<file path="src/rtl/mdc_pkg.sv">
// rtl/mdc_pkg.sv - shared state type and latency bound for the binary gcd engine
package mdc_pkg;

  typedef enum logic [1:0] {IDLE, SHIFT, REDUCE, DONE} mdc_state_t;

  // Worst-case enabled edges from accept to result for a given operand width
  function automatic int mdc_latency_max(input int width);
    return 3 * width + 2;
  endfunction

endpackage

</file>
<file path="src/rtl/param_mdc.sv">
// rtl/param_mdc.sv - parametrised binary (Stein) gcd engine with valid/ready handshakes
module param_mdc
  import mdc_pkg::*;
#(
  parameter int WIDTH = 8
) (
  input  logic             clk_i,
  input  logic             rst_i,
  input  logic             enb_i,
  input  logic             in_valid_i,
  output logic             in_ready_o,
  input  logic [WIDTH-1:0] dtx_i,
  input  logic [WIDTH-1:0] dty_i,
  output logic             out_valid_o,
  input  logic             out_ready_i,
  output logic [WIDTH-1:0] dt_o,
  output logic             coprime_o,
  output logic             busy_o
);

  localparam int KW = $clog2(WIDTH);

  mdc_state_t       state, state_n;
  logic [WIDTH-1:0] a, a_n;
  logic [WIDTH-1:0] b, b_n;
  logic [WIDTH-1:0] dt, dt_n;
  logic [KW-1:0]    k, k_n;

  // Handshake and status outputs come only from registered state and enb_i
  assign in_ready_o  = enb_i && (state == IDLE);
  assign out_valid_o = enb_i && (state == DONE);
  assign busy_o      = (state == SHIFT) || (state == REDUCE);
  // Qualified by DONE rather than out_valid_o so the flag holds through a freeze
  assign coprime_o   = (state == DONE) && (dt == WIDTH'(1));
  assign dt_o        = dt;

  // Next-state and datapath next values; k counts shared factors of two
  always_comb begin
    state_n = state;
    a_n     = a;
    b_n     = b;
    k_n     = k;
    dt_n    = dt;
    case (state)
      IDLE: begin
        if (in_valid_i) begin
          a_n     = dtx_i;
          b_n     = dty_i;
          k_n     = '0;
          state_n = SHIFT;
        end
      end
      SHIFT: begin
        if ((a == '0) || (b == '0)) begin
          dt_n    = a | b;
          state_n = DONE;
        end else if (!a[0] && !b[0]) begin
          a_n = a >> 1;
          b_n = b >> 1;
          k_n = k + 1'b1;
        end else begin
          state_n = REDUCE;
        end
      end
      REDUCE: begin
        if (!a[0]) begin
          a_n = a >> 1;
        end else if (!b[0]) begin
          b_n = b >> 1;
        end else if (a == b) begin
          dt_n    = a << k;
          state_n = DONE;
        end else if (a > b) begin
          a_n = (a - b) >> 1;
        end else begin
          b_n = (b - a) >> 1;
        end
      end
      DONE: begin
        if (out_ready_i) begin
          state_n = IDLE;
        end
      end
      default: state_n = IDLE;
    endcase
  end

  // State and datapath registers; nothing moves while enb_i is low
  always_ff @(posedge clk_i or posedge rst_i) begin
    if (rst_i) begin
      state <= IDLE;
      a     <= '0;
      b     <= '0;
      k     <= '0;
      dt    <= '0;
    end else if (enb_i) begin
      state <= state_n;
      a     <= a_n;
      b     <= b_n;
      k     <= k_n;
      dt    <= dt_n;
    end
  end

endmodule

</file>
<file path="config.mk">
export PLATFORM = sky130hd
export DESIGN_NAME = param_mdc
export DESIGN_NICKNAME = d
export VERILOG_FILES = /design/src/rtl/mdc_pkg.sv /design/src/rtl/param_mdc.sv
export SDC_FILE = /design/constraint.sdc
export NUM_CORES = 1
export LEC_CHECK = 0
export ABC_AREA = 0
export BUFFER_PORTS_ARGS = -buffer_cell sky130_fd_sc_hd__buf_2
export CELL_PAD_IN_SITES_DETAIL_PLACEMENT = 0
export CELL_PAD_IN_SITES_GLOBAL_PLACEMENT = 2
export CORE_MARGIN = 2
export CORE_UTILIZATION = 33
export DETAILED_ROUTE_END_ITERATION = 8
export PLACE_DENSITY = 0.74
export RECOVER_POWER = 100
export SLEW_MARGIN = 0
export SYNTH_ARGS = -nofsm -noshare
export SYNTH_HDL_FRONTEND = slang
export SYNTH_SLANG_ARGS = --single-unit
</file>
<file path="constraint.sdc">
create_clock -name clk_i -period 2.5 [get_ports clk_i]
set_input_delay 0.5 -clock clk_i [delete_from_list [all_inputs] [get_ports clk_i]]
set_output_delay 0.5 -clock clk_i [all_outputs]
set_load 0.02 [all_outputs]
</file>
==> results.yml <==
placement:
  hpwl_um: 6710
  dpl_worst_slack_ns: -0.0220
  gp_congestion: 0.832
  numPortBuffers: 32
timing:
  rsz0062_at_grt: "yes"
  final-setup-viol-count: 0
  fin_crit_sh_pct: 97.4
  slew_headroom_pct: -15.2
  fmax_ghz: 0.411
  finalWorstSetupSlack_ns: 0.0641
  finalHoldWorstSlack_ns: 0.458
  slew_violations: 30
  min_period_ns: 2.44
  finalHoldViolations: 0
  tns_ns: 0
  finalClockSkew_ns: 0.0138
  tightest_slew_ns: 1.73
grt:
  grtUsageTotal_pct: 18.1
  grt_pass1_wl_um: 13700
  grt_max_degree: 30
  grt_overflow: 0
  grt_pass1_vias: 2534
  antenna_found_initial: 0
setup_path:
  required_ns: 2.66
  cp-start-kind: "flop"
  crit_arrival_ns: 2.60
  endpoint_kind: "flop"
  path_max_fanout: 10
  crit_type: "reg -> reg"
status:
  violations: "capacitance limit, slew limit"
  status: "complete, but fails checks"
logic_synthesis:
  yosysSeqAreaShare_pct: 25.3
  avgSynthCellArea_sq_um: 8.85
  syn_area_sq_um: 2870
  netlist_instances: 324
  syn-num-nets: 377
  synth_cell_types: 59
  synth_top_flop_cell: "dfrtp_1"
  synth_seq_cells: 29
  ys_warn_count: 0
  synth_async_sr_flop_share_pct: 100
  synth_edf_count: 0
route:
  drt-met1-wl_um: 4140
  drc: 0
  antenna_left: 0
  wl_met2_um: 4110
  dr_total_vias: 2623
  wire_per_inst_um: 17.4
  wl_met3_um: 300
  drt-pass1-iter-count: 6
  highest_layer: "met4"
  wirelength_um: 8630
  drt-vias-per-instance: 5.30
  first_iter_violations: 141
floorplan:
  start_util_pct: 33.4
  fp.dieArea_sq_um: 9450
  die_y_um: 97.2
  die_width_um: 97.2
  core_area_sq_um: 8590
  io_pins: 33
  rows: 34
cts:
  cts.clk_slew.worst_paths_ns: 0.06
  clockRootBuffer: "clkbuf_8"
  clock_sinks: 29
  cts_buffers: 5
  cts_tree: "done"
  cts_max_level: 2
  hold_buffers: 0
  clkLatencyLatePin_ns: 0.29
  clk_path_buf_depth: 2
cells_and_area:
  area_growth_pct: 24.3
  nets: 440
  drive_gt1_share_pct: 28.4
  final_util_pct: 41.5
  final_cell_mix: "38 x buf_4, 31 x inv_1, 30 x nand2_1"
  mostFrequentLayoutCell: "buf_4"
  antenna_cells: 0
job:
  maxCapViolations: 1
worst_hold_path:
  worstHoldPathType: "in -> reg"
stage by stage:
stage / cells / cell area, sq um
CTS: 491 / 3450
finish: 495 / 3560
floorplan: 324 / 2870
global route: 495 / 3560
detailed placement: 483 / 3350
global placement: 483 / 3350
layer usage:
| layer | global-route usage (%) | vias up |
|---|---|---|
| li1 | - | 1298 |
| met1 | 25.2 | 1266 |
| met2 | 29.9 | 51 |
| met3 | 2.88 | 8 |
| met4 | 3.53 | 0 |
| met5 | 0 | - |
cell families (layout without fill, tap and decap cells):
| kind of cell | Yosys count | after routing | synth area share (%) |
|---|---|---|---|
| compound gates | 96 | 97 | 25.7 |
| simple gates | 92 | 92 | 17.5 |
| xor+xnor | 12 | 12 | 3.66 |
| fa+ha+maj | 32 | 32 | 14.5 |
| buf+inv | 50 | 112 | 7.59 |
| mux | 13 | 13 | 5.72 |
| flops | 29 | 29 | 25.3 |
flip-flops by register name (all words and copies together), names as in the netlist:
signal and count:
state 2, a 8, b 8, dt_o 8, k 3
final timing paths:
kind                       startpoint      end  slack (ns)  cells past startpoint
setup / recovery                 b[7]  dt_o[7]        0.06                      8
hold / removal               dty_i[7]     b[7]        0.46                      3
setup reg to reg                 b[7]  dt_o[7]        0.06                      8
hold reg to reg               dt_o[1]  dt_o[1]        0.51                      1
max in group asynchronous       rst_i     b[7]        0.68                      3
min in group asynchronous       rst_i     a[6]        0.81                      3
layout make-up:
class                   instances  area (sq um)
clock buffers                   7          86.3
multi-input cells             246          2040
well taps                     108           135
repair buffers                 73           452
inverters                      32           120
flip-flops and latches         29           726
fillers                       892          5030
Yosys cell counts, types with 3 or more instances:
cell type   n  area (sq um)
inv_1      32           120
ha_1       30           375
nand2_1    30           113
dfrtp_1    29           726
nor2_1     21          78.8
a21oi_1    13          65.1
o31ai_1    12          90.1
clkbuf_1   11          41.3
o21ai_0    10          50.1
xnor2_1    10          87.6
mux2_2      7          78.8
a221oi_1    6          52.6
nand2b_1    5          31.3
nor2b_1     5          31.3
nor4_1      5          31.3
o211ai_1    5          37.5
o21a_1      5          37.5
o221ai_1    5          43.8
a311oi_1    4          35.0
mux2i_1     4          40.0
nand3_1     4          20.0
o31ai_2     4          50.1
a21o_1      3          22.5
and2_1      3          18.8
and3_1      3          18.8
buf_2       3          15.0
buf_6       3          33.8
o21ai_1     3          15.0
o21bai_1    3          22.5
o2bb2ai_1   3          26.3
or4_1       3          22.5
critical path, cell delays in order, from the launching register on:
cell,delay (ns)
dfrtp_1,0.40
inv_1,0.10
ha_1,0.34
nor4_4,0.39
nand4_1,0.21
a21boi_1,0.20
a21boi_2,0.19
buf_6,0.15
mux2_2,0.34
what timing repair did:
| item | CTS | global route |
|---|---|---|
| gates cloned | 0 | 1 |
| buffers inserted | 1 | 3 |
| pin swaps | 2 | 10 |
| endpoints found under the setup margin | 3 | 20 |
| resized for setup | 2 | 20 |
Power is left out: the tool's default activity adds up to more than one toggle a clock period on the data nets, which glitch-free logic cannot reach.
